`src/rtl/gpu_pkg.sv`:
```
// gpu_pkg: shared constants for the texture modulation stage.
//   - Pixel field offsets of the packed {mask, B5, G5, R5} word.
//   - Modulation shift (texel*colour >> 7) and saturation value.
//   - PSX 4x4 ordered-dither offset table, indexed [scrY][scrX].
//   - expand5: 5-bit channel to 8-bit by appending three zero LSBs.
package gpu_pkg;

  localparam int PIX_R_LSB    = 0;
  localparam int PIX_G_LSB    = 5;
  localparam int PIX_B_LSB    = 10;
  localparam int PIX_MASK_BIT = 15;

  localparam int         MOD_SHIFT = 7;
  localparam logic [7:0] SAT_VAL   = 8'd255;

  // Rows: -4 0 -3 1 / 2 -2 3 -1 / -3 1 -4 0 / 3 -1 2 -2 (two's complement nibbles).
  localparam logic signed [3:0] DITHER_TBL [4][4] = '{
    '{4'shC, 4'sh0, 4'shD, 4'sh1},
    '{4'sh2, 4'shE, 4'sh3, 4'shF},
    '{4'shD, 4'sh1, 4'shC, 4'sh0},
    '{4'sh3, 4'shF, 4'sh2, 4'shE}
  };

  function automatic logic [7:0] expand5(input logic [4:0] c5);
    return {c5, 3'b000};
  endfunction

endpackage

```
`src/rtl/gpu_tex_modulate_chan.sv`:
```
// gpu_tex_modulate_chan: one colour channel of the modulation stage.
// Stage-1 registers (t8, c8, product) load on 'load'; the stage-2 value is
// produced combinationally from them and registered by the parent.
// Optional macro: GPU_TEXMOD_DITHER_EN adds the ditherOff input and adder.
// Ports:
//   clk, i_nrst      clock, async active-low reset
//   load             stage-1 advance
//   t5 [4:0]         texel channel
//   c8 [7:0]         vertex colour channel
//   untex, raw       stage-1 registered mode flags
//   ditherOff [3:0]  signed offset, already zero when dithering is off (macro only)
//   o5 [4:0]         truncated output channel
module gpu_tex_modulate_chan
  import gpu_pkg::*;
(
  input  logic              clk,
  input  logic              i_nrst,
  input  logic              load,
  input  logic [4:0]        t5,
  input  logic [7:0]        c8,
  input  logic              untex,
  input  logic              raw,
`ifdef GPU_TEXMOD_DITHER_EN
  input  logic signed [3:0] ditherOff,
`endif
  output logic [4:0]        o5
);

  logic [7:0]  t8;
  logic [7:0]  t8Q;
  logic [7:0]  c8Q;
  logic [15:0] prodQ;
  logic [7:0]  modV;
  logic [7:0]  v;
  logic [7:0]  vOut;
  logic        unusedBits;

  assign t8 = expand5(t5);

  always_ff @(posedge clk or negedge i_nrst) begin
    if (!i_nrst) begin
      t8Q   <= '0;
      c8Q   <= '0;
      prodQ <= '0;
    end else if (load) begin
      t8Q   <= t8;
      c8Q   <= c8;
      prodQ <= 16'(t8) * 16'(c8);
    end
  end

  // Max product is 248*255, so bit 15 set means the shifted value exceeds 255.
  always_comb begin
    modV = prodQ[15] ? SAT_VAL : prodQ[MOD_SHIFT +: 8];
    if (untex) begin
      v = c8Q;
    end else if (raw) begin
      v = t8Q;
    end else begin
      v = modV;
    end
  end

`ifdef GPU_TEXMOD_DITHER_EN
  logic signed [9:0] vDith;
  always_comb begin
    vDith = $signed({2'b00, v}) + $signed({{6{ditherOff[3]}}, ditherOff});
    // Range is -4..258: bit 9 flags negative, bit 8 flags overflow past 255.
    if (vDith[9]) begin
      vOut = 8'd0;
    end else if (vDith[8]) begin
      vOut = SAT_VAL;
    end else begin
      vOut = vDith[7:0];
    end
  end
`else
  assign vOut = v;
`endif

  assign o5 = vOut[7:3];

  assign unusedBits = ^{prodQ[MOD_SHIFT-1:0], vOut[2:0]};

endmodule

```
`src/rtl/gpu_tex_modulate.sv`:
```
// gpu_tex_modulate: texture modulation stage between texel fetch and blend.
// Two-stage elastic pipeline: stage 1 registers per-channel products and mode
// flags, stage 2 registers the final {mask, B5, G5, R5} pixel.
// Optional macro: GPU_TEXMOD_DITHER_EN adds GPU_REG_Dither and 4x4 dithering.
// Ports:
//   clk, i_nrst                        clock, async active-low reset
//   GPU_REG_RawTexture                 texel used unmodulated
//   GPU_REG_ForceMask                  force output bit 15
//   GPU_TEX_DISABLE                    untextured: colour used directly
//   GPU_REG_Dither                     dither enable (macro only)
//   iValid / oReady                    upstream handshake
//   iScrX, iScrY                       screen LSBs
//   iTexel, iTransparent               texel and its all-zero-colour flag
//   iR, iG, iB                         vertex colour
//   oValid / iReady                    downstream handshake
//   oPixel, oScrX, oScrY               result and delayed screen LSBs
module gpu_tex_modulate
  import gpu_pkg::*;
#(
  parameter bit PIPE_BYPASS_FULL = 1'b1
) (
  input  logic        clk,
  input  logic        i_nrst,
  input  logic        GPU_REG_RawTexture,
  input  logic        GPU_REG_ForceMask,
  input  logic        GPU_TEX_DISABLE,
`ifdef GPU_TEXMOD_DITHER_EN
  input  logic        GPU_REG_Dither,
`endif
  input  logic        iValid,
  output logic        oReady,
  input  logic [1:0]  iScrX,
  input  logic [1:0]  iScrY,
  input  logic [15:0] iTexel,
  input  logic        iTransparent,
  input  logic [7:0]  iR,
  input  logic [7:0]  iG,
  input  logic [7:0]  iB,
  output logic        oValid,
  input  logic        iReady,
  output logic [15:0] oPixel,
  output logic [1:0]  oScrX,
  output logic [1:0]  oScrY
);

  // Handshake: a pixel moves in when iValid & oReady and out when
  // oValid & iReady. Each stage loads when it is empty or the stage after it
  // is advancing; otherwise it holds, so outputs are stable under stall.
  // oReady does not depend on iValid.
  logic s1Valid, s2Valid;
  logic s1Adv, s2Adv;
  logic inXfer, dropIn;

  logic       s1Untex, s1Raw, s1Force, s1Mask;
  logic [1:0] s1ScrX, s1ScrY;
  logic [4:0] r5, g5, b5;
  logic [15:0] pixNext;

  assign s2Adv  = !s2Valid | iReady;
  assign s1Adv  = !s1Valid | s2Adv;
  assign oReady = PIPE_BYPASS_FULL ? s1Adv : !s1Valid;
  assign inXfer = iValid & oReady;
  // Transparent textured texels are consumed but never occupy stage 1.
  assign dropIn = !GPU_TEX_DISABLE & iTransparent;
  assign oValid = s2Valid;

  always_ff @(posedge clk or negedge i_nrst) begin
    if (!i_nrst) begin
      s1Valid <= 1'b0;
      s1Untex <= 1'b0;
      s1Raw   <= 1'b0;
      s1Force <= 1'b0;
      s1Mask  <= 1'b0;
      s1ScrX  <= '0;
      s1ScrY  <= '0;
    end else if (s1Adv) begin
      s1Valid <= inXfer & !dropIn;
      s1Untex <= GPU_TEX_DISABLE;
      s1Raw   <= GPU_REG_RawTexture;
      s1Force <= GPU_REG_ForceMask;
      s1Mask  <= GPU_TEX_DISABLE ? 1'b0 : iTexel[PIX_MASK_BIT];
      s1ScrX  <= iScrX;
      s1ScrY  <= iScrY;
    end
  end

`ifdef GPU_TEXMOD_DITHER_EN
  logic              s1Dither;
  logic signed [3:0] ditherOff;

  always_ff @(posedge clk or negedge i_nrst) begin
    if (!i_nrst) begin
      s1Dither <= 1'b0;
    end else if (s1Adv) begin
      s1Dither <= GPU_REG_Dither;
    end
  end

  // Raw texels are exempt; untextured pixels are never treated as raw.
  assign ditherOff = (s1Dither && !(s1Raw && !s1Untex)) ?
                     DITHER_TBL[s1ScrY][s1ScrX] : 4'sd0;
`endif

  gpu_tex_modulate_chan u_chanR (
    .clk       (clk),
    .i_nrst    (i_nrst),
    .load      (s1Adv),
    .t5        (iTexel[PIX_R_LSB +: 5]),
    .c8        (iR),
    .untex     (s1Untex),
    .raw       (s1Raw),
`ifdef GPU_TEXMOD_DITHER_EN
    .ditherOff (ditherOff),
`endif
    .o5        (r5)
  );

  gpu_tex_modulate_chan u_chanG (
    .clk       (clk),
    .i_nrst    (i_nrst),
    .load      (s1Adv),
    .t5        (iTexel[PIX_G_LSB +: 5]),
    .c8        (iG),
    .untex     (s1Untex),
    .raw       (s1Raw),
`ifdef GPU_TEXMOD_DITHER_EN
    .ditherOff (ditherOff),
`endif
    .o5        (g5)
  );

  gpu_tex_modulate_chan u_chanB (
    .clk       (clk),
    .i_nrst    (i_nrst),
    .load      (s1Adv),
    .t5        (iTexel[PIX_B_LSB +: 5]),
    .c8        (iB),
    .untex     (s1Untex),
    .raw       (s1Raw),
`ifdef GPU_TEXMOD_DITHER_EN
    .ditherOff (ditherOff),
`endif
    .o5        (b5)
  );

  always_comb begin
    pixNext                  = '0;
    pixNext[PIX_R_LSB +: 5]  = r5;
    pixNext[PIX_G_LSB +: 5]  = g5;
    pixNext[PIX_B_LSB +: 5]  = b5;
    pixNext[PIX_MASK_BIT]    = s1Mask | s1Force;
  end

  always_ff @(posedge clk or negedge i_nrst) begin
    if (!i_nrst) begin
      s2Valid <= 1'b0;
      oPixel  <= '0;
      oScrX   <= '0;
      oScrY   <= '0;
    end else if (s2Adv) begin
      s2Valid <= s1Valid;
      oPixel  <= pixNext;
      oScrX   <= s1ScrX;
      oScrY   <= s1ScrY;
    end
  end

endmodule

```
`config.mk`:
```
export PLATFORM = sky130hd
export DESIGN_NAME = gpu_tex_modulate
export DESIGN_NICKNAME = d
export VERILOG_FILES = /design/src/rtl/gpu_pkg.sv /design/src/rtl/gpu_tex_modulate_chan.sv /design/src/rtl/gpu_tex_modulate.sv
export SDC_FILE = /design/constraint.sdc
export NUM_CORES = 1
export LEC_CHECK = 0
export BUFFER_PORTS_ARGS = -buffer_cell sky130_fd_sc_hd__buf_2
export CORE_AREA = 4 4 140 142
export CTS_BUF_LIST = sky130_fd_sc_hd__clkbuf_16
export DETAILED_ROUTE_END_ITERATION = 6
export DIE_AREA = 0 0 144 146
export GPL_ROUTABILITY_DRIVEN = 0
export SLEW_MARGIN = 5
export SYNTH_ARGS = -nofsm -noshare
export SYNTH_HDL_FRONTEND = slang
export SYNTH_SLANG_ARGS = --single-unit
```
`constraint.sdc`:
```
create_clock -name clk -period 2.6 [get_ports clk]
set_input_delay 0.13 -clock clk [delete_from_list [all_inputs] [get_ports clk]]
set_output_delay 0.13 -clock clk [all_outputs]
set_load 0.02 [all_outputs]
```
## Yosys cells after proc, flatten, opt, wreduce, memory -nomap -nowiden

Index checks and enable logic that the tools add are counted.

- $add $sub $neg: 0
- Multipliers: 3
- Divide/modulo/power cells: 0
- $lt $le $gt $ge: 0
- Eq/ne operators: 0
- Shift operators: 0
- Multiplexer cells: 10
- Bitwise logic cells: 6
- Reduce and logical (&&, ||, !) cells: 4

Operator list:

| cell | number |
|---|---|
| 8-bit two-way mux | 9 |
| 5-bit by 8-bit multiplier with 13-bit output | 3 |
| 1-bit logical NOT | 4 |
| 1-bit bitwise AND | 3 |
| 1-bit bitwise OR | 3 |
| 1-bit two-way mux | 1 |

- Register bits: 108
- Latch bits: 0
- Memory bits (writable): 0
- Bits in read-only memories: 0
- Input port bits: 52
- Output and inout port bits: 22
- Logic and storage cells: 43
- Memories kept: 0

## Longest topological paths before layout

Gate-level depths: netlist of the first run.

- Depth in word-level cells: 5
- Gate-level depth with buffers: 14
- Mapped depth without buffers: 14

## By module

From an unflattened synthesis of the first run, not the netlist that was laid out.

- Cells, all modules: 674
- Area total of the unflattened synthesis: 6750.2 um^2

By module, submodules not included:

| module | times used | cells an instance | area an instance (um^2) | seq. area each (um^2) |
|---|---|---|---|---|
| gpu_tex_modulate_chan at u_chanR | 1 | 204 | 1903.1 | 400.4 |
| gpu_tex_modulate_chan at u_chanB | 1 | 205 | 1853.0 | 400.4 |
| gpu_tex_modulate_chan at u_chanG | 1 | 195 | 1801.7 | 400.4 |
| gpu_tex_modulate | 1 | 70 | 1192.4 | 750.7 |

## Worst setup path after synthesis of the first run

No wires, ideal clock.

- Kind: input to register
- Start point: input iTexel[7]
- End point: register u_chanG.prodQ[15]
- Setup time: 0.121 ns
- Data arrival time: 3.264 ns
- Required time: 2.479 ns
- Path slack: -0.785 ns
- Cell stages on the path: 13
- Buffers on the path: 0
- Cells stage by stage: and2_1 fa_1 fa_1 inv_1 fa_1 inv_1 ha_1 and2_1 and3_1 a2111oi_0 o21bai_1 xnor2_1 o21ai_1

- Longest elaborated chain between the ends: 1

Ends and longest elaborated chain:

| item | RTL line | source |
|---|---|---|
| from (decl) | gpu_tex_modulate.sv:34 | `input logic [15:0] iTexel,` |
| 5-bit by 8-bit multiplier with 13-bit output | gpu_tex_modulate_chan.sv:48 | `prodQ <= 16'(t8) * 16'(c8);` |
| to (signal assigned) | gpu_tex_modulate_chan.sv:48 |  |
| to (decl) | gpu_tex_modulate_chan.sv:32 | `logic [15:0] prodQ;` |

No other way between the ends.
A chain may end at the register's enable or synchronous reset.

## Worst setup path in the final report of the first run

- Start point: input iR[1]
- End point: register u_chanR.prodQ[13]

- Longest elaborated chain between the ends: 1

Ends and longest elaborated chain:

| item | RTL line | source |
|---|---|---|
| from (decl) | gpu_tex_modulate.sv:36 | `input logic [7:0] iR,` |
| 5-bit by 8-bit multiplier with 13-bit output | gpu_tex_modulate_chan.sv:48 |  |
| to (signal assigned) | gpu_tex_modulate_chan.sv:48 |  |
| to (decl) | gpu_tex_modulate_chan.sv:32 |  |

No other way between the ends.

==> impl_results.md, run 1 <==
* Power Total at about 5500 uW
* Buffers added on ports at 73
* Vertical extent of the die at between 100 and 150 microns
* Largest fanout on the critical path at 3
* Post-route clock period utilization at 116%
* Number of detailed-route iterations in the first pass at 4
* EDFF count, synth at 0
* Predominant post-synthesis flop cell: dfrtp_1
* Die Area at around 21000 sq um
* Total Negative Setup Slacks at -4.69 ns
* Filler cells at between 1.5k and 2k
* Worst endpoint required time at between 2 and 3 ns
* Number of DRC markers after the initial detailed-route iteration at roughly 170
* Average routed wire per standard cell at between 10 and 15 microns
* Worst setup skew after layout at slightly below 0.005 ns
* Crit path kind: in2reg
* Slew margin rel. at a little over a third
* P_int at between 3000 and 4000 uW
* Worst Hold Margin at -0.0381 ns
* Arrival time at the worst endpoint at ~3.3 ns
* Maximum number of pins on one net before global-route repair at 79
* Total power density per cell area at between 600 and 700 nW/um^2
* Avg Cell Area, Syn at about 8.4 sq um
* Number of antenna-violating nets in the routed design at 0
* Buffer depth of the longest clock path at 2
* Number of design rule violations left after detail routing at 0
* Async S/R FF share, synth at 100%
* Final standard cell count with taps included and fillers excluded at roughly 1.1k
* Max Freq at between 0.3 and 0.4 GHz
* Inserted Clock Buffers at 9
* Register bit count reported by yosys at 78
* Clock transition time at the flip-flop clock pins of the worst setup and hold paths at around 0.05 ns
* Top cell types by occurrence after synthesis: 188 x nand2_1, 78 x dfrtp_1, 77 x inv_1, 75 x nor2_1, 67 x and2_1
* Violations in the final reports: negative hold slack, negative setup slack
* Power share of the sequential group at 29.6%
* All-Layer GR Usage at approximately 15%
* Fin worst setup slack at -0.427 ns
* Endpoint kind of the worst setup timing path: flop
* Number of instances in the synthesized netlist at between 700 and 800
* Yosys Warn Count at 0
* Leak pwr at about 0.0043 uW
* Most area-hungry cell type in the Yosys netlist: dfrtp_1
* RSZ-0062 raised after global routing: yes
* MaxCap Viol Count at 0
* Via count at 5355
* Number of diodes at 0
* R2R setup slack at 1.02 ns
* Wire length of the first global-routing pass at between 20 and 30 mm
* Combined area of all synthesized cells at 6360 sq um
* Switching component of the power at 1940 uW
* Total number of clock tree sinks at 78
* Number of levels in the clock H-tree at 3
* NumNets Final at 1072
* Fraction of power spent switching nets at 35.5%
* Count of boundary I/O pins at between 70 and 80
* Fraction of layout cells with a size suffix above 1 at between 20% and 30%
* Core region area at 18500 sq um
* Critical path startpoint category: primary input
* Number of nets produced by synthesis at 918
* Sequential cell area in the final layout at about 2000 sq um
* Peak VDD IR at 340 uV
* Share of the synthesized area in the top cell type at 30.7%
* Area delta synth->final at 33.5%
* Placed instance count at around 1.1k
* TritonCTS clock tree: done
* Cells taking the most area after synthesis: dfrtp_1 31%, fa_1 16%, ha_1 11%, nand2_1 11%, and2_1 6.6%
* Starting utilization of the core area at approximately 34%
* Result of the run: finished with violations
* Proportion of power drawn by combinational gates at 46.8%
* Setup violations, final at 18
* Startpoint of the lowest-slack register-to-register path: oValid
* Utilization after layout at between 40 and 50%
* Clk Latency, worst-skew pair at 0.33 ns
* Library cell used as clock root buffer: clkbuf_16
* Site row count at 50
* Post-DR vias/cell at about 4.7
* Count of pins over their slew limit at 0
* Post-layout min period at around 3.0 ns
* Overall die width at 144 microns
* Number of hold violations in the final report at a little under 80
* Global route total overflow at 0
* Multi-input gate area at around 4400 sq um
* Sequential fraction of the synthesis area at 30.7%
* Min-Delay Path Class: in2async
* Reg2Reg Depth at 5
* Placed wire-length estimate after detailed placement at approximately 12 mm
* Worst r2r dst: u_chanG.prodQ[14]
* Initial antenna violation count at 0
* Clock network power share at 23.6%
* Worst Max-Slew Pin Slew at around 1 ns
* Number of distinct library cells after synthesis at 43
* Total wire length after detailed routing at about 15 mm
* Most frequent cell after synthesis: nand2_1
* Vias in the first global route at between 5k and 6k
==> power groups by stage <==
stage                     combinational (uW)  sequential, uW  clock, uW
after floorplan                         1400            1690          0
after global placement                  2210            1640          0
after detailed placement                2240            1640          0
after CTS                               2480            1620       1310
after global routing                    2890            1650       1370
final                                   2560            1620       1290
==> cell usage in the layout, fill, tap and decap left out, types with 11 or more instances in the layout <==
master	instances
a21oi_1	58
and2_1	48
and2_4	19
buf_2	55
buf_4	86
buf_6	15
dfrtp_1	78
fa_1	50
ha_1	47
inv_1	67
inv_2	11
nand2_1	182
nor2_1	75
==> critical path: stages <==
cell and delay, ns:
buf_6 0.09, and2_4 0.15, fa_1 0.50, fa_1 0.49
inv_1 0.05, fa_1 0.49, inv_2 0.05, ha_4 0.25
and4_1 0.18, a41oi_2 0.11, a21o_1 0.21, a311oi_2 0.27
nor3_2 0.09, o31ai_2 0.20
==> metal layers <==
metal	global-route usage, %	part of all wire, %
met3	2.53	3.3
met5	0	0
met1	20.1	47
met2	25.5	48
met4	3.67	1.6
==> through the flow <==
step	cell area (sq um)	worst slack, ns
after CTS	8340	-0.432
after detailed placement	7680	-0.854
final	8490	-0.427
after global placement	7680	-0.811
after floorplan	6500	-0.535
after global routing	8490	-0.539
==> registers in the layout, indices dropped and copies added (netlist names) <==
name           cells
s1Force            1
s1ScrX             2
u_chanB.prodQ      6
u_chanG.prodQ      6
oScrX              2
s1Valid            1
oPixel            16
s1Untex            1
u_chanR.t8Q        5
oValid             1
u_chanG.t8Q        5
u_chanB.c8Q        5
s1Raw              1
u_chanB.t8Q        5
u_chanG.c8Q        5
s1Mask             1
u_chanR.c8Q        5
oScrY              2
u_chanR.prodQ      6
s1ScrY             2
==> layout make-up <==
type,instances,share of cell area [%]
timing repair buffer,166,14.4
tap,234,3.45
clock inverter,5,0.899
sequential,78,23.0
multi-input combinational,579,52.1
clock buffer,9,2.65
inverter,78,3.45
==> worst max path at each step <==
stage / from / slack (ns) / depth (start not counted) / end
2_1_floorplan: iR[1] / -0.54 / 13 / u_chanR.prodQ[13]
3_3_place_gp: iR[2] / -0.81 / 14 / u_chanR.prodQ[13]
3_5_place_dp: iR[2] / -0.85 / 14 / u_chanR.prodQ[13]
4_1_cts: iR[1] / -0.43 / 14 / u_chanR.prodQ[13]
5_1_grt: iR[1] / -0.54 / 14 / u_chanR.prodQ[13]
6_report: iR[1] / -0.43 / 14 / u_chanR.prodQ[13]
==> cells by family (layout without fill, tap and decap cells) <==
logic type | after synthesis | after routing | synth area share (%)
xor+xnor | 15 | 15 | 2.06
flops | 78 | 78 | 30.7
simple gates | 351 | 351 | 24.2
buf+inv | 101 | 258 | 6.19
compound gates | 105 | 105 | 9.58
fa+ha+maj | 108 | 108 | 27.3
==> repair_timing <==
action | 4_1_cts | 5_1_grt
setup endpoints to repair | 18 | 18
setup buffers | 5 | 5
pin swaps | 40 | 32
resized for setup | 74 | 29
endpoints found under the hold margin | 3 | 0
hold buffers | 3 | 0
Note: power is estimated with default switching activity, not from simulation.
==> run 2, diff against run 1 <==
==> constraint.sdc (replaced) <==
create_clock -name clk -period 3.3 [get_ports clk]
set_input_delay 0.165 -clock clk [delete_from_list [all_inputs] [get_ports clk]]
set_output_delay 0.165 -clock clk [all_outputs]
set_load 0.02 [all_outputs]
==> run 2 against run 1 <==
Against the previous run:
- the flow finishes with violations (negative hold slack)
- wire length is 7.3% lower
- die area stayed put
- sequential power is 20% lower
- global-route usage is 1.3 points lower
- clock power is 31% lower
- via count is 3.9% lower
- sequential cell count stayed put
- critical path type unchanged
==> impl_results.md, run 2 (same netlist as run 1, synthesis figures left out) <==
* Result of the run: finished with violations
* Violations in the final reports: negative hold slack
* Largest register by flop count: oPixel
* Reg2Reg Depth at 7
* Arrival time at the worst endpoint at around 3.4 ns
* Vertical extent of the die at around 150 microns
* Routed met3 length at 491 microns
* Total Negative Setup Slacks at 0 ns
* Final standard cell count with taps included and fillers excluded at around 1.1k
* Clk Latency, worst-skew pair at 0.33 ns
* Sequence of cells on the critical path: buf_2 > and2_1 > fa_1 > fa_1 > inv_1 > fa_1 > inv_1 > ha_1 > and4_1 > a41oi_2 > a21o_1 > a311oi_2 > nor3_1 > o31ai_2
* Die Area at 21000 sq um
* Fin worst setup slack at 0.175 ns
* Average routed wire per standard cell at 12.7 microns
* Number of detailed-route iterations in the first pass at 4
* Dpl cell area at between 7000 and 8000 sq um
* Worst setup skew after layout at 0.00775 ns
* Number of buffer and inverter stages on the critical path at 3
* Buffer depth of the longest clock path at 2
* Commonest cells after routing, fill and taps aside: 188 x nand2_1, 78 x inv_1, 78 x dfrtp_1, 75 x nor2_1, 72 x buf_2
* Post-CTS setup buffer count at 0
* Number of DRC markers after the initial detailed-route iteration at 207
* Total wire length after detailed routing at roughly 14 mm
* Crit path kind: in2reg
* Fraction of layout cells with a size suffix above 1 at 16.6%
* Cell with the largest stage delay on the worst path: fa_1
* Clock transition time at the flip-flop clock pins of the worst setup and hold paths at around 0.06 ns
* Slew margin rel. at 33.3%
* Vias in the first global route at just over 5k
* NumNets Final at 1023
* Place WS at -0.233 ns
* Buffers added on ports at 73
* Maximum number of pins on one net before global-route repair at 79
* Largest fanout on the critical path at 5
* Post-DR vias/cell at 4.67
* Overall die width at 144 microns
* Flip-flop count of the largest register, all copies and words added at 16
* Met2 Wirelength at ~6.4 mm
* Post-Route M1 WL at around 6.9 mm
* Post-layout min period at roughly 3.1 ns
* Max Freq at 0.320 GHz
* Number of hold violations in the final report at 8
* Area delta synth->final at 18.9%
* Highest cell delay on the worst timing path at just under 0.5 ns
* Family with the most delay on the worst path: adder cells
* Worst Hold Margin at -0.0107 ns
* Global route total overflow at 0
* Count of pins over their slew limit at 0
* Leak pwr at slightly below 0.004 uW
* Min-Delay Path Class: in2async
* Initial antenna violation count at 0
* Wire length of the first global-routing pass at ~24 mm
* Total power density per cell area at between 400 and 500 nW/um^2
* Library cell used as clock root buffer: clkbuf_16
* Via count at approximately 5.1k
* Peak VDD IR at approximately 240 uV
* Setup violations, final at 0
* Worst Max-Slew Pin Slew at 1.00 ns
* Worst r2r dst: u_chanR.prodQ[12]
* RSZ-0062 raised after global routing: no
* MaxCap Viol Count at 0
* Filler cells at 1895
* Site row count at 50
* Placed instance count at about 1.1k
* Final Instance Area at about 7600 sq um
* Most common library cell in the layout ignoring fill and taps: nand2_1
* R2R setup slack at about 1.3 ns
* Number of design rule violations left after detail routing at 0
* Starting utilization of the core area at about a third
* Post-route clock period utilization at ~95%
* Top routing layer in use: met4
* Critical path's most frequent cell: fa_1
* Placed wire-length estimate after detailed placement at 10.8 mm
* Total number of clock tree sinks at between 70 and 80
* Startpoint of the lowest-slack register-to-register path: oValid
* Core region area at roughly 18000 sq um
* Number of levels in the clock H-tree at 3
* Number of antenna-violating nets in the routed design at 0
* All-Layer GR Usage at roughly 14%
* Number of diodes at 0
* Critical path startpoint category: primary input
* Count of boundary I/O pins at 74
* Worst endpoint required time at 3.54 ns
* Endpoint kind of the worst setup timing path: flop
* Inserted Clock Buffers at 9
* TritonCTS clock tree: done
[run 2: changes by cell type in the layout (fill, tap and decap cells not counted), moves of 7 or more]
cell     delta
buf_4      -41
and2_1     +19
and2_4     -19
buf_2      +17
buf_6      -15
inv_1      +11
ha_1       +10
ha_4       -10
inv_2      -10
buf_8       -7
o21ai_0     +7
[run 2: area by class of cell]
cell class	count	area, sq um	area share [%]
inverter	78	293	3.87
sequential	78	1950	25.8
timing repair buffer	117	698	9.23
clock buffer	9	225	2.98
clock inverter	7	41.3	0.546
tap	234	293	3.87
multi-input combinational	579	4060	53.7
[run 2: layer usage]
layer,GRT usage (%),vias to the layer above
met5,0,-
met4,2.68,0
met3,2.46,11
met2,22.3,82
met1,19.4,2449
li1,-,2603
[run 2: per-stage QoR]
step                total power [uW]  util, %
finish                          3720     41.0
global route                    4070     41.0
CTS                             3760     40.8
detailed placement              2850     39.3
global placement                2820     39.3
floorplan                       2350        -
[run 2: worst max path at each step]
stage | depth (start not counted) | slack (ns) | endpoint | start
after floorplan | 13 | 0.02 | u_chanR.prodQ[13] | iR[3]
after global placement | 14 | -0.20 | u_chanR.prodQ[13] | iR[3]
after detailed placement | 14 | -0.23 | u_chanR.prodQ[13] | iR[2]
after CTS | 14 | 0.1 | u_chanR.prodQ[13] | iR[3]
after global routing | 14 | 0.004 | u_chanG.prodQ[15] | iTexel[7]
final | 14 | 0.18 | u_chanR.prodQ[13] | iR[2]
[run 2: worst reg2reg max path: stages (launching register included)]
cell and delay (ns):
dfrtp_1 0.40, nand2b_1 0.08, buf_4 0.36, nor2_4 0.06, inv_2 0.50, buf_4 0.35
nor2_1 0.06, a21oi_1 0.10
[run 2: timing repair]
action | CTS | global route
endpoints found under the setup margin | 0 | 8
resized for setup | 0 | 6
hold endpoints to repair | 0 | 0
hold buffers | 0 | 0
[run 2: where the power goes]
group | internal (uW) | total [uW] | switching [uW]
clock network | 504 | 888 | 384
registers | 1160 | 1290 | 134
logic | 687 | 1540 | 857
